--- src/rtl/ps2mouse_init.sv ---
// ---------------------------------------------------------------------------
// ps2mouse_init
//
// PS/2 mouse initialisation sequencer. It runs a fixed command script through
// the byte-level PS/2 host transceiver: reset (FF), the IntelliMouse wheel
// probe (sample-rate writes 200/100/80 followed by Get ID), and finally
// Enable Data Reporting (F4). Every device response is checked. On a bad or
// missing response the whole script restarts, up to MAX_RETRY attempts. The
// block then reports whether the mouse is streaming and whether it has a wheel.
//
// Ports
//   clk        : system clock
//   reset      : asynchronous, active-high reset
//   restart    : one-cycle pulse; aborts everything and restarts from step 0
//   tx_data    : command byte for the transceiver, stable while tx_req is high
//   tx_req     : send request, held until tx_done or tx_err
//   tx_done    : one-cycle pulse, byte fully sent
//   tx_err     : one-cycle pulse, transceiver send failure
//   rx_data    : received byte
//   rx_valid   : one-cycle pulse qualifying rx_data
//   init_ready : script complete, mouse is streaming
//   wheel      : device reported ID 0x03
//   init_error : retries exhausted; sticky until reset or restart
// ---------------------------------------------------------------------------
module ps2mouse_init #(
  parameter int ACK_TIMEOUT = 140000,
  parameter int BAT_TIMEOUT = 3500000,
  parameter int MAX_RETRY   = 3
) (
  input  logic       clk,
  input  logic       reset,
  input  logic       restart,
  output logic [7:0] tx_data,
  output logic       tx_req,
  input  logic       tx_done,
  input  logic       tx_err,
  input  logic [7:0] rx_data,
  input  logic       rx_valid,
  output logic       init_ready,
  output logic       wheel,
  output logic       init_error
);

  localparam int RW = (MAX_RETRY < 2) ? 1 : $clog2(MAX_RETRY + 1);
  localparam logic [21:0] ACK_LOAD = 22'(ACK_TIMEOUT);
  localparam logic [21:0] BAT_LOAD = 22'(BAT_TIMEOUT);
  localparam logic [RW-1:0] RETRY_MAX = RW'(MAX_RETRY);

  localparam logic [7:0] RSP_ACK    = 8'hFA;
  localparam logic [7:0] RSP_RESEND = 8'hFE;
  localparam logic [7:0] RSP_BAT_OK = 8'hAA;
  localparam logic [7:0] RSP_ID_STD = 8'h00;
  localparam logic [7:0] RSP_ID_WHL = 8'h03;

  typedef enum logic [2:0] {
    ST_SEND,
    ST_WAIT_ACK,
    ST_WAIT_BAT,
    ST_WAIT_ID0,
    ST_WAIT_ID,
    ST_DONE,
    ST_FAIL
  } state_t;

  state_t          r_state;
  state_t          w_nextState;
  logic [3:0]      r_step;
  logic [3:0]      w_nextStep;
  logic [RW-1:0]   r_retry;
  logic [RW-1:0]   w_nextRetry;
  logic [RW-1:0]   w_retryInc;
  logic [21:0]     r_timer;
  logic [21:0]     w_nextTimer;
  logic            r_wheel;
  logic            w_nextWheel;
  logic            w_fail;
  logic            w_resend;
  logic            r_txReq;
  logic [7:0]      r_txData;
  logic            r_initReady;
  logic            r_initError;

  // Command script: reset, sample rate 200/100/80 (the wheel unlock knock),
  // Get Device ID, Enable Data Reporting.
  function automatic logic [7:0] romByte(input logic [3:0] idx);
    logic [7:0] b;
    case (idx)
      4'd0:    b = 8'hFF;
      4'd1:    b = 8'hF3;
      4'd2:    b = 8'hC8;
      4'd3:    b = 8'hF3;
      4'd4:    b = 8'h64;
      4'd5:    b = 8'hF3;
      4'd6:    b = 8'h50;
      4'd7:    b = 8'hF2;
      4'd8:    b = 8'hF4;
      default: b = 8'h00;
    endcase
    return b;
  endfunction

  assign w_retryInc = r_retry + RW'(1);

  // Next-state logic. Responses are examined before timer expiry so a byte
  // arriving on the expiry cycle still counts. Failure and resend handling
  // share the retry bookkeeping at the bottom, and restart overrides all.
  always_comb begin
    w_nextState = r_state;
    w_nextStep  = r_step;
    w_nextRetry = r_retry;
    w_nextTimer = (r_timer != 22'd0) ? (r_timer - 22'd1) : r_timer;
    w_nextWheel = r_wheel;
    w_fail      = 1'b0;
    w_resend    = 1'b0;

    case (r_state)
      ST_SEND: begin
        if (r_txReq) begin
          if (tx_err) begin
            w_fail = 1'b1;
          end else if (tx_done) begin
            w_nextState = ST_WAIT_ACK;
            w_nextTimer = ACK_LOAD;
          end
        end
      end

      ST_WAIT_ACK: begin
        if (rx_valid) begin
          if (rx_data == RSP_ACK) begin
            if (r_step == 4'd0) begin
              w_nextState = ST_WAIT_BAT;
              w_nextTimer = BAT_LOAD;
            end else if (r_step == 4'd7) begin
              w_nextState = ST_WAIT_ID;
              w_nextTimer = ACK_LOAD;
            end else if (r_step == 4'd8) begin
              w_nextState = ST_DONE;
              w_nextRetry = '0;
            end else begin
              w_nextState = ST_SEND;
              w_nextStep  = r_step + 4'd1;
            end
          end else if (rx_data == RSP_RESEND) begin
            w_resend = 1'b1;
          end else begin
            w_fail = 1'b1;
          end
        end else if (r_timer == 22'd0) begin
          w_fail = 1'b1;
        end
      end

      ST_WAIT_BAT: begin
        if (rx_valid) begin
          if (rx_data == RSP_BAT_OK) begin
            w_nextState = ST_WAIT_ID0;
            w_nextTimer = ACK_LOAD;
          end else begin
            w_fail = 1'b1;
          end
        end else if (r_timer == 22'd0) begin
          w_fail = 1'b1;
        end
      end

      ST_WAIT_ID0: begin
        if (rx_valid) begin
          if (rx_data == RSP_ID_STD) begin
            w_nextState = ST_SEND;
            w_nextStep  = 4'd1;
          end else begin
            w_fail = 1'b1;
          end
        end else if (r_timer == 22'd0) begin
          w_fail = 1'b1;
        end
      end

      ST_WAIT_ID: begin
        if (rx_valid) begin
          w_nextWheel = (rx_data == RSP_ID_WHL);
          w_nextState = ST_SEND;
          w_nextStep  = 4'd8;
        end else if (r_timer == 22'd0) begin
          w_fail = 1'b1;
        end
      end

      ST_DONE: begin
        w_nextState = ST_DONE;
      end

      ST_FAIL: begin
        w_nextState = ST_FAIL;
      end

      default: begin
        w_nextState = ST_SEND;
        w_nextStep  = 4'd0;
      end
    endcase

    // A resend request repeats the current step; a failure rewinds the whole
    // script. Both consume one retry and give up once the budget is spent.
    if (w_fail || w_resend) begin
      w_nextRetry = w_retryInc;
      if (w_retryInc == RETRY_MAX) begin
        w_nextState = ST_FAIL;
      end else begin
        w_nextState = ST_SEND;
        if (w_fail) begin
          w_nextStep  = 4'd0;
          w_nextWheel = 1'b0;
        end
      end
    end

    if (restart) begin
      w_nextState = ST_SEND;
      w_nextStep  = 4'd0;
      w_nextRetry = '0;
      w_nextWheel = 1'b0;
      w_nextTimer = r_timer;
    end
  end

  // State register. Outputs are registered from the next state so that
  // tx_req drops on the very edge that samples tx_done/tx_err and the
  // status flags change on the edge that samples the deciding byte.
  always_ff @(posedge clk or posedge reset) begin
    if (reset) begin
      r_state     <= ST_SEND;
      r_step      <= 4'd0;
      r_retry     <= '0;
      r_timer     <= 22'd0;
      r_wheel     <= 1'b0;
      r_txReq     <= 1'b0;
      r_txData    <= 8'h00;
      r_initReady <= 1'b0;
      r_initError <= 1'b0;
    end else begin
      r_state     <= w_nextState;
      r_step      <= w_nextStep;
      r_retry     <= w_nextRetry;
      r_timer     <= w_nextTimer;
      r_wheel     <= w_nextWheel;
      r_txReq     <= (w_nextState == ST_SEND);
      r_txData    <= (w_nextState == ST_SEND) ? romByte(w_nextStep) : 8'h00;
      r_initReady <= (w_nextState == ST_DONE);
      r_initError <= (w_nextState == ST_FAIL);
    end
  end

  assign tx_req     = r_txReq;
  assign tx_data    = r_txData;
  assign init_ready = r_initReady;
  assign wheel      = r_wheel;
  assign init_error = r_initError;

endmodule
--- config.mk ---
export PLATFORM = sky130hd
export DESIGN_NAME = ps2mouse_init
export DESIGN_NICKNAME = d
export VERILOG_FILES = /design/src/rtl/ps2mouse_init.sv
export SDC_FILE = /design/constraint.sdc
export NUM_CORES = 1
export LEC_CHECK = 0
export CORE_ASPECT_RATIO = 1.75
export CORE_MARGIN = 4
export CORE_UTILIZATION = 52
export CTS_BUF_LIST = sky130_fd_sc_hd__clkbuf_16
export CTS_CLUSTER_SIZE = 14
export DETAILED_ROUTE_END_ITERATION = 10
export MAX_ROUTING_LAYER = met4
export PLACE_DENSITY = 0.76
export SLEW_MARGIN = 5
export SYNTH_ARGS = -nofsm -noshare
export SYNTH_HDL_FRONTEND = slang
export SYNTH_SLANG_ARGS = --single-unit
export TNS_END_PERCENT = 1
--- constraint.sdc ---
create_clock -name clk -period 2.51 [get_ports clk]
set_input_delay 0.502 -clock clk [delete_from_list [all_inputs] [get_ports clk]]
set_output_delay 0.502 -clock clk [all_outputs]
set_load 0.02 [all_outputs]
==> out/metrics.cfg <==
[clock_network]
insertion_delay_ns=0.28
cts_tree=done
htree_levels=2
root_buffer=clkbuf_16
cts_buffer_depth=2
clk_pin_slew_worst_paths_ns=0.06
cts_buffers=5
numClockSinks=43

[sta]
holdWs_ns=0.530
clock.fmax_mhz=401
setup_violations=0
slew-limit-headroom=0.635
fin_worst_skew_ns=0.00291
finalMaxSlewViolations=0
fin_crit_sh=0.993
finalSetupTns_ns=0
min_period_ns=2.49
hold_viol=0
rsz0062_at_grt=true
worstMarginPinSlew_ns=0.547

[pwr]
switching_power_w=0.000777
power_frac_comb=0.360
p_clk_frac=0.260
ir_worst_vdd_mv=0.482
p_int_w=0.00159
pwr-share-seq=0.380
p_sw_frac=0.329
powerDensity_mw_per_mm2=619
p_leak_nw=1.55

[routing]
first_pass_iters=4
drt_iter0_drc=188
vias=2881
remaining_drc_errors=0
via_per_inst=6.05
antenna_left=0
wire_per_inst_um=17.0
routed_wl_um=8090

[floorplanning]
die_height_um=106
rows=35
start_util=0.538
core-area_sq_mm=0.00530
die_w_um=64.0
io_pins=26
die-area_sq_mm=0.00678

[finish]
num_antenna_cells=0
drive_above_1_share=0.281
layout.nets=419
area_delta_synth_final_pct=34.0

[worst_setup_path]
crit_path_start_kind=register
slowest_delay_ns=0.58
cp_max_fo=6
crit_top_cell=or4_4
critPathKind=reg2reg
required_ns=2.67
arrival_ns=2.65
end_kind=register
cp_slowest_cell=or4_4
worstPathCellList=or4_4 -> or4_4 -> or4_4 -> nor2_4 -> a21oi_1 -> o21ai_1 -> o31ai_2

[logic_synthesis]
synth_top_family_by_area=compound AO/OA/AOI/OAI gates
synth_cell_types=71
synth_fp_nets=339
syn_area_sq_mm=0.00285
yosys.area.top_type=dfrtp_1
synth-edff-count=0
synthAdderAreaFrac=0.0176
yosys.area.top_type_share=0.377
synthArstFlopShare=1.00
synth_compound_area_frac=0.265
synth-xor-area-share=0.0184
synthSimpleGateAreaFrac=0.265
synthTopCellsByArea=dfrtp_1 38%, a21oi_1 4.6%, o21ai_0 3.3%, nor2_1 3.3%, nor3_1 2.1%
yosysWarnings=0
ys_seq_area_frac=0.377
ys_ff_latch=43
synthMuxAreaShare=0.0105
syn_area_per_cell_sq_um=8.88
synthCells=321
synth_flop_cell=dfrtp_1

[flow_run]
max_cap_violations=0

[min_path]
hold_class=reg2reg

[global_routing]
grt_overflow=0
grt_pass1_vias=2966
grtUsageTotal=0.255
grt_pass1_wl_um=13400
grt_max_degree=44
antenna_found_initial=0

[run_status]
outcome=finished, final reports clean

[placement]
io_buffers=25
gp_congestion=1.00
post-dp-hpwl_um=6030

## layout make-up
class,instances,area [sq um]
tap,74,92.6
sequential,43,1080
inverter,17,63.8
clock buffer,5,125
clock inverter,3,16.3
fill,409,1480
multi-input combinational,247,1720
timing repair buffer,87,724
## flip-flops by register name, indices dropped and copies added (netlist names)
signal      cells
init_error      1
init_ready      1
r_retry         2
r_state         3
r_step          4
r_timer        22
tx_data         8
tx_req          1
wheel           1
## synthesized netlist by cell type, drive strengths merged, types with 2 or more instances
| library cell | number |
|---|---|
| or3 | 10 |
| xnor2 | 5 |
| or4 | 7 |
| o22ai | 2 |
| or3b | 3 |
| a311oi | 2 |
| nor4 | 6 |
| and4 | 3 |
| a31oi | 9 |
| nor2b | 5 |
| and2 | 4 |
| a22o | 3 |
| dfrtp | 43 |
| o21ai | 27 |
| nor3b | 2 |
| ha | 4 |
| nand4 | 6 |
| o21bai | 3 |
| nand2b | 7 |
| o21a | 4 |
| or2 | 3 |
| o31ai | 7 |
| clkbuf | 11 |
| inv | 17 |
| nand2 | 16 |
| a21oi | 27 |
| nand3b | 4 |
| a211oi | 5 |
| a21o | 2 |
| buf | 4 |
| nand3 | 5 |
| nor2 | 26 |
| o22a | 4 |
| mux2i | 3 |
| nor3 | 13 |
## cells by family after synthesis
family          after synthesis
compound gates              108
xor+xnor                      6
simple gates                125
mux                           3
buf+inv                      32
fa+ha+maj                     4
flops                        43
## stage by stage
step | cell area, sq um | cells | power, W | setup slack [ns] | utilization
6_report | 3820 | 476 | 0.00236 | 0.0169 | 0.721
5_1_grt | 3820 | 476 | 0.00248 | -0.0904 | 0.721
4_1_cts | 3780 | 476 | 0.00236 | -0.0165 | 0.714
3_5_place_dp | 3600 | 466 | 0.00172 | -0.485 | 0.679
3_3_place_gp | 3600 | 466 | 0.00169 | -0.429 | 0.679
2_1_floorplan | 2850 | 321 | 0.00135 | 0.0470 | -
## worst paths after layout
| check | start | end | slack, ns | cells after the start |
|---|---|---|---|---|
| setup / recovery | r_timer[7]$_DFFE_PP0N_ | r_timer[19]$_DFFE_PP0N_ | 0.02 | 7 |
| hold / removal | r_timer[4]$_DFFE_PP0N_ | r_timer[4]$_DFFE_PP0N_ | 0.53 | 1 |
| setup reg to reg | r_timer[7]$_DFFE_PP0N_ | r_timer[19]$_DFFE_PP0N_ | 0.02 | 7 |
| hold reg to reg | r_timer[4]$_DFFE_PP0N_ | r_timer[4]$_DFFE_PP0N_ | 0.53 | 1 |
| max in group asynchronous | reset | r_step[0]$_DFF_PP0_ | 1.44 | 3 |
| min in group asynchronous | reset | tx_data[5]$_DFF_PP0_ | 0.68 | 3 |
## worst max-delay path, delay by kind of cell (launching register included)
kind	cells	cell delay (ns)
AOI/OAI and AO/OA	3	0.34
DFF	1	0.37
and+or+nand+nor	4	1.67
## layout by cell type, fill, tap and decap left out, types with 5 or more instances in the layout
cell              n
nand3_1           5
inv_1            17
dfrtp_1          42
a21oi_1          25
buf_4            60
a31oi_1           9
nor2_1           25
dlygate4sd2_1     8
nand4_1           6
clkdlybuf4s50_1  16
nand2b_1          7
nor3_1           10
nor2b_1           5
or3_1             6
or4_4             5
xnor2_1           5
clkbuf_16         5
nor4_1            5
nand2_1          16
o21ai_0          17
o21ai_1           8
## power groups by stage
stage	Clock (W)	Combinational [W]	Sequential, W
2_1_floorplan	0	0.000409	0.000944
5_1_grt	0.000654	0.000913	0.000912
3_5_place_dp	0	0.000810	0.000907
4_1_cts	0.000630	0.000837	0.000897
3_3_place_gp	0	0.000788	0.000902
6_report	0.000615	0.000851	0.000898
## what timing repair did
action / 4_1_cts / 5_1_grt
cloned: 1 / 0
hold buffers: 0 / 0
gates resized for setup: 15 / 14
pin swaps: 6 / 9
setup buffers: 1 / 0
endpoints found under the setup margin: 23 / 29
## metal layers
metal | vias to the layer above | track usage | wire, um
li1 | 1359 | - | -
met1 | 1395 | 0.253 | 2960
met2 | 96 | 0.469 | 4500
met3 | 31 | 0.0285 | 233
met4 | 0 | 0.148 | 401
met5 | - | - | 0
(Power assumes the default switching activity.)
